$ cat src/rtl/uart_pkg.sv
// uart_pkg: shared definitions for the UART receive path.
//   - rx_state_t : receiver FSM state encoding
//   - DATA_BITS  : payload bits per frame (8N1)
//   - calc_div   : clock cycles per oversample tick, integer-truncated
package uart_pkg;

  localparam int DATA_BITS = 8;

  typedef enum logic [2:0] {
    IDLE,
    START,
    DATA,
    STOP,
    BREAK
  } rx_state_t;

  // Truncating division: the tick period never exceeds the ideal value, so
  // the sampling point drifts slightly early instead of late.
  function automatic int calc_div(input int clk_hz, input int baud, input int oversample);
    return clk_hz / (baud * oversample);
  endfunction

endpackage

$ cat src/rtl/byte_fifo.sv
// byte_fifo: first-word-fall-through synchronous FIFO for received bytes.
//   clk50   in   clock
//   reset   in   synchronous active-high reset; discards contents
//   wr_en   in   push request (dropped when full with no simultaneous pop)
//   wr_data in   byte to push
//   rd_en   in   pop the head byte; ignored when empty
//   rd_data out  head byte, registered; 0 while empty
//   empty   out  no bytes stored
//   full    out  DEPTH bytes stored
//   count   out  bytes stored
//   drop    out  push rejected this cycle because the FIFO is full
module byte_fifo
  import uart_pkg::*;
#(
  parameter int DEPTH = 16
) (
  input  logic                       clk50,
  input  logic                       reset,
  input  logic                       wr_en,
  input  logic [DATA_BITS-1:0]       wr_data,
  input  logic                       rd_en,
  output logic [DATA_BITS-1:0]       rd_data,
  output logic                       empty,
  output logic                       full,
  output logic [$clog2(DEPTH):0]     count,
  output logic                       drop
);

  localparam int AW = $clog2(DEPTH);

  logic [DATA_BITS-1:0] mem [DEPTH];
  logic [AW-1:0]        wr_ptr_reg;
  logic [AW-1:0]        rd_ptr_reg;
  logic [AW-1:0]        rd_ptr_next;
  logic [AW:0]          count_reg;
  logic [AW:0]          count_next;
  logic [DATA_BITS-1:0] rd_data_reg;
  logic                 push;
  logic                 pop;
  logic                 head_bypass;

  assign empty = (count_reg == '0);
  assign full  = (count_reg == (AW+1)'(DEPTH));

  // A pop frees a slot in the same cycle, so a full FIFO still accepts a
  // push that coincides with a pop.
  assign pop  = rd_en && !empty;
  assign push = wr_en && (!full || pop);
  assign drop = wr_en && full && !pop;

  always_comb begin
    rd_ptr_next = rd_ptr_reg + AW'(pop);
    count_next  = count_reg;
    if (push && !pop) begin
      count_next = count_reg + 1'b1;
    end else if (pop && !push) begin
      count_next = count_reg - 1'b1;
    end
    // The byte being written this cycle becomes the new head when it lands
    // at the address the head register will read next.
    head_bypass = push && (wr_ptr_reg == rd_ptr_next);
  end

  always_ff @(posedge clk50) begin
    if (push) begin
      mem[wr_ptr_reg] <= wr_data;
    end
  end

  // rd_data is a registered read of the next head, so a push into an empty
  // FIFO is visible on the cycle after the push together with empty=0.
  always_ff @(posedge clk50) begin
    if (reset) begin
      wr_ptr_reg  <= '0;
      rd_ptr_reg  <= '0;
      count_reg   <= '0;
      rd_data_reg <= '0;
    end else begin
      wr_ptr_reg <= wr_ptr_reg + AW'(push);
      rd_ptr_reg <= rd_ptr_next;
      count_reg  <= count_next;
      if (count_next == '0) begin
        rd_data_reg <= '0;
      end else if (head_bypass) begin
        rd_data_reg <= wr_data;
      end else begin
        rd_data_reg <= mem[rd_ptr_next];
      end
    end
  end

  assign rd_data = rd_data_reg;
  assign count   = count_reg;

endmodule

$ cat src/rtl/uart_rx_fifo.sv
// uart_rx_fifo: 8N1 UART receiver with 16x oversampling feeding a FWFT FIFO.
//   clk50     in   UART clock, the only clock
//   reset     in   synchronous active-high reset; aborts a frame, empties FIFO
//   rx        in   asynchronous serial line, idles high
//   rd_en     in   pop the head byte; ignored when empty
//   rd_data   out  head byte, valid while empty=0
//   empty     out  FIFO holds no bytes
//   full      out  FIFO holds FIFO_DEPTH bytes
//   count     out  bytes stored
//   frame_err out  1-cycle pulse when a stop bit is sampled low
//   overrun   out  1-cycle pulse when a byte is dropped on a full FIFO
module uart_rx_fifo
  import uart_pkg::*;
#(
  parameter int CLK_HZ     = 50_000_000,
  parameter int BAUD       = 115200,
  parameter int OVERSAMPLE = 16,
  parameter int FIFO_DEPTH = 16
) (
  input  logic                          clk50,
  input  logic                          reset,
  input  logic                          rx,
  input  logic                          rd_en,
  output logic [DATA_BITS-1:0]          rd_data,
  output logic                          empty,
  output logic                          full,
  output logic [$clog2(FIFO_DEPTH):0]   count,
  output logic                          frame_err,
  output logic                          overrun
);

  localparam int DIV   = calc_div(CLK_HZ, BAUD, OVERSAMPLE);
  localparam int DIV_W = (DIV > 1) ? $clog2(DIV) : 1;

  // Sample-count landmarks: mid start bit and the last sample of a bit.
  localparam logic [3:0] SC_MID  = 4'd7;
  localparam logic [3:0] SC_LAST = 4'd15;

  logic                 rx_meta_reg;
  logic                 rx_sync_reg;
  logic [DIV_W-1:0]     div_reg;
  logic                 tick;

  rx_state_t            state_reg, state_next;
  logic [3:0]           sc_reg, sc_next;
  logic [2:0]           bc_reg, bc_next;
  logic [DATA_BITS-1:0] shreg_reg, shreg_next;
  logic                 frame_err_reg, frame_err_next;
  logic                 overrun_reg;
  logic                 push;
  logic                 drop;

  // Two-flop synchroniser; both stages reset to the idle line level so a
  // reset never looks like a start bit.
  always_ff @(posedge clk50) begin
    if (reset) begin
      rx_meta_reg <= 1'b1;
      rx_sync_reg <= 1'b1;
    end else begin
      rx_meta_reg <= rx;
      rx_sync_reg <= rx_meta_reg;
    end
  end

  // Tick divider is held clear in IDLE so tick phase is locked to the
  // detected start edge.
  assign tick = (div_reg == DIV_W'(DIV - 1));

  always_ff @(posedge clk50) begin
    if (reset || state_reg == IDLE) begin
      div_reg <= '0;
    end else if (tick) begin
      div_reg <= '0;
    end else begin
      div_reg <= div_reg + 1'b1;
    end
  end

  always_comb begin
    state_next     = state_reg;
    sc_next        = sc_reg;
    bc_next        = bc_reg;
    shreg_next     = shreg_reg;
    push           = 1'b0;
    frame_err_next = 1'b0;
    case (state_reg)
      IDLE: begin
        if (!rx_sync_reg) begin
          state_next = START;
          sc_next    = '0;
        end
      end
      START: begin
        if (tick) begin
          if (sc_reg == SC_MID) begin
            // Still low at mid start bit: a real frame; otherwise a glitch.
            state_next = rx_sync_reg ? IDLE : DATA;
            sc_next    = '0;
            bc_next    = '0;
          end else begin
            sc_next = sc_reg + 1'b1;
          end
        end
      end
      DATA: begin
        if (tick) begin
          if (sc_reg == SC_LAST) begin
            shreg_next = {rx_sync_reg, shreg_reg[DATA_BITS-1:1]};
            bc_next    = bc_reg + 1'b1;
            sc_next    = '0;
            if (bc_reg == 3'd7) begin
              state_next = STOP;
            end
          end else begin
            sc_next = sc_reg + 1'b1;
          end
        end
      end
      STOP: begin
        if (tick) begin
          if (sc_reg == SC_LAST) begin
            if (rx_sync_reg) begin
              push       = 1'b1;
              state_next = IDLE;
            end else begin
              frame_err_next = 1'b1;
              state_next     = BREAK;
            end
          end else begin
            sc_next = sc_reg + 1'b1;
          end
        end
      end
      BREAK: begin
        // Hold off until the line returns high so a long low level cannot
        // be mistaken for a stream of start bits.
        if (rx_sync_reg) begin
          state_next = IDLE;
        end
      end
      default: begin
        state_next = IDLE;
      end
    endcase
  end

  always_ff @(posedge clk50) begin
    if (reset) begin
      state_reg     <= IDLE;
      sc_reg        <= '0;
      bc_reg        <= '0;
      shreg_reg     <= '0;
      frame_err_reg <= 1'b0;
      overrun_reg   <= 1'b0;
    end else begin
      state_reg     <= state_next;
      sc_reg        <= sc_next;
      bc_reg        <= bc_next;
      shreg_reg     <= shreg_next;
      frame_err_reg <= frame_err_next;
      overrun_reg   <= drop;
    end
  end

  byte_fifo #(
    .DEPTH (FIFO_DEPTH)
  ) u_fifo (
    .clk50   (clk50),
    .reset   (reset),
    .wr_en   (push),
    .wr_data (shreg_reg),
    .rd_en   (rd_en),
    .rd_data (rd_data),
    .empty   (empty),
    .full    (full),
    .count   (count),
    .drop    (drop)
  );

  assign frame_err = frame_err_reg;
  assign overrun   = overrun_reg;

endmodule

$ cat config.mk
export PLATFORM = sky130hd
export DESIGN_NAME = uart_rx_fifo
export DESIGN_NICKNAME = d
export VERILOG_FILES = /design/src/rtl/uart_pkg.sv /design/src/rtl/byte_fifo.sv /design/src/rtl/uart_rx_fifo.sv
export SDC_FILE = /design/constraint.sdc
export NUM_CORES = 1
export LEC_CHECK = 0
export BUFFER_PORTS_ARGS = -buffer_cell sky130_fd_sc_hd__buf_2
export CAP_MARGIN = 20
export CORE_MARGIN = 2
export CORE_UTILIZATION = 55
export CTS_CLUSTER_SIZE = 10
export DETAILED_ROUTE_END_ITERATION = 10
export HOLD_SLACK_MARGIN = 0.06
export PLACE_DENSITY = 0.72
export SLEW_MARGIN = 5
export SYNTH_ARGS = -nofsm -noshare
export SYNTH_HDL_FRONTEND = slang
export SYNTH_SLANG_ARGS = --single-unit
$ cat constraint.sdc
create_clock -name clk50 -period 6.4 [get_ports clk50]
set_input_delay 1.92 -clock clk50 [delete_from_list [all_inputs] [get_ports clk50]]
set_output_delay 1.92 -clock clk50 [all_outputs]
set_load 0.005 [all_outputs]
==> flow_summary.json <==
{
  "status": "finished, final reports clean",
  "crit_required_ns": 6.69,
  "first_iter_violations": 521,
  "leakage_nw": 2.82,
  "cts_hold_buf": 0,
  "synth_area_leader_cell": "edfxtp_1",
  "worst_pin_slew_ns": 0.975,
  "final_hold_viol_count": 0,
  "postRouteAntennaNets": 0,
  "largest_reg_flops": 128,
  "rsz0062_at_grt": "no",
  "io-pin-count": 21,
  "worstSkewPairLatency_ns": 0.42,
  "cts_buffers": 17,
  "synth_warnings": 0,
  "synth_top_area_share_pct": 51.9,
  "cap_violations": 0,
  "fin_cells": 667,
  "worst_slack_ns": 1.95,
  "finClkSkew_ns": 0.00966,
  "syn_area_mm2": 0.00741,
  "ys_seq_area_share_pct": 64.8,
  "fin_crit_ns": 4.45,
  "synthTopCellsByCount": "edfxtp_1 (128), dfxtp_1 (48), nor2_1 (41)",
  "clock-sinks": 176,
  "grt_pass1_vias": 3802,
  "holdPathStages": 1,
  "tns_ns": 0,
  "htree_levels": 4,
  "cts_tree": "built",
  "syn-num-nets": 472,
  "grt_max_degree": 37,
  "cp_max_fo": 22,
  "clk_pin_slew_worst_paths_ns": 0.06,
  "reg2regPathDepth": 10,
  "start_util_pct": 56.2,
  "areaGrowthSynthToFinish_pct": 11.2,
  "dp_hpwl_mm": 9.29,
  "relSlewSlack_pct": 34.2,
  "yosysMostFrequentCell": "edfxtp_1",
  "setup_viol": 0,
  "wire_per_inst_um": 22.3,
  "diodes": 0,
  "peakVddDrop_mv": 0.195,
  "cts_root_buf": "clkbuf_16",
  "arrival_ns": 4.74,
  "final_layout_size_suffix_gt1_share_pct": 18.1,
  "syn_area_per_cell_um2": 16.2,
  "std_cell_rows": 42,
  "grt_util_all_layers_pct": 22.0,
  "core_area_mm2": 0.0132,
  "fmax_mhz": 225,
  "ys_ff_latch": 176,
  "power_density_mw_per_mm2": 380,
  "cp-start-kind": "input pin",
  "antenna_found_initial": 0,
  "syn_inst": 457,
  "die_area_mm2": 0.0144,
  "pre_cts_ws_ns": 1.52,
  "nets": 493,
  "placed_cells": 635,
  "drt-total-wl_mm": 14.9,
  "gp_congestion": 0.854,
  "ctsLongestPathBuffers": 2,
  "maxSlewViolCount": 0,
  "die_w_um": 120,
  "globalRoute.totalOverflow": 0,
  "path_class": "in -> reg",
  "ctsResizeCount": 0,
  "drtPass1Iterations": 6,
  "synthTopCellsByArea": "edfxtp_1 (52%), dfxtp_1 (13%), mux4_1 (7.1%)",
  "vias": 4024,
  "hold_class": "reg -> reg",
  "die_h_um": 120,
  "synth_edf_count": 128,
  "finalCritPeriodShare_pct": 69.6,
  "async_reset_ff_share_pct": 0,
  "fillers": 929,
  "viasPerCell": 6.03,
  "synthFlopType": "edfxtp_1",
  "io_buffers": 20,
  "drc_errors": 0,
  "worstSetupEndpointType": "flop",
  "synth_cell_type_count": 63,
  "post_cts_buffers": 0,
  "grt_pass1_wl_mm": 22.8
}
## routing by layer
metal  global-route usage (%)  vias up  share of wire, %
li1                         -     1828                 -
met1                     30.1     2041                43
met2                     34.4      128                50
met3                     4.61       27               4.7
met4                     9.26        0               2.6
met5                        0        -                 0
## worst paths after layout
check | endpoint | startpoint | slack, ns
setup / recovery | u_fifo.rd_data[2]$_SDFF_PP0_ | rd_en | 1.95
hold / removal | rx_sync_reg$_SDFF_PP1_ | rx_meta_reg$_SDFF_PP1_ | 0.41
setup reg to reg | u_fifo.rd_data[2]$_SDFF_PP0_ | u_fifo.count[0]$_SDFF_PP0_ | 2.30
hold reg to reg | rx_sync_reg$_SDFF_PP1_ | rx_meta_reg$_SDFF_PP1_ | 0.41
## logic make-up after synthesis
family | count (synthesis) | share of synthesized area (%)
XOR/XNOR | 14 | 2.01
AO/OA/AOI/OAI | 44 | 4.07
flip-flops | 176 | 64.8
multiplexers | 61 | 16.2
AND/OR/NAND/NOR | 115 | 8.05
adder cells (fa/ha/maj) | 11 | 1.86
buffers and inverters | 36 | 3.02
## layout by cell type, fill, tap and decap left out, types with 5 or more instances in the layout
cell type,n
xnor2_1,7
nand2_1,16
clkbuf_16,17
mux2i_1,20
ha_1,10
buf_4,6
nand3_1,9
edfxtp_1,128
mux4_1,20
nor2b_1,5
inv_1,12
nor3_1,8
mux4_2,20
xor2_1,5
dfxtp_1,48
a21oi_1,21
nor2_1,41
buf_2,20
## layout make-up
type                       instances  area, um2  share of cell area, %
multi-input combinational        245       2390                   28.9
clock buffer                      23        488                   5.92
clock inverter                     9        155                   1.88
inverter                          12       45.0                  0.546
sequential                       176       4800                   58.3
tap                              176        220                   2.67
timing repair buffer              26        145                   1.76
## worst max-delay path: stages
cell	delay, ns
buf_2	0.16
o21a_2	0.18
ha_2	0.80
buf_4	0.39
mux4_1	0.58
mux4_1	0.51
mux2i_1	0.14
a21oi_1	0.06
## per-stage QoR
| stage | cell area, um2 | hold slack [ns] | total power, mW | util [%] |
|---|---|---|---|---|
| after CTS | 8240 | 0.409 | 3.15 | 62.5 |
| after detailed placement | 7600 | 0.394 | 2.05 | 57.6 |
| after global placement | 7600 | 0.395 | 2.03 | 57.6 |
| final | 8240 | 0.407 | 3.13 | 62.5 |
| after global routing | 8240 | 0.430 | 3.24 | 62.5 |
| after floorplan | 7410 | 0.389 | 1.93 | - |
## report_power, final
| part | leakage (nW) | total, mW | switching, mW | internal [mW] |
|---|---|---|---|---|
| sequential | 1.58 | 1.26 | 0.0228 | 1.24 |
| combinational | 0.936 | 0.769 | 0.361 | 0.408 |
| clock | 0.313 | 1.10 | 0.404 | 0.695 |
| total | 2.82 | 3.13 | 0.788 | 2.34 |
(Power assumes the default switching activity.)
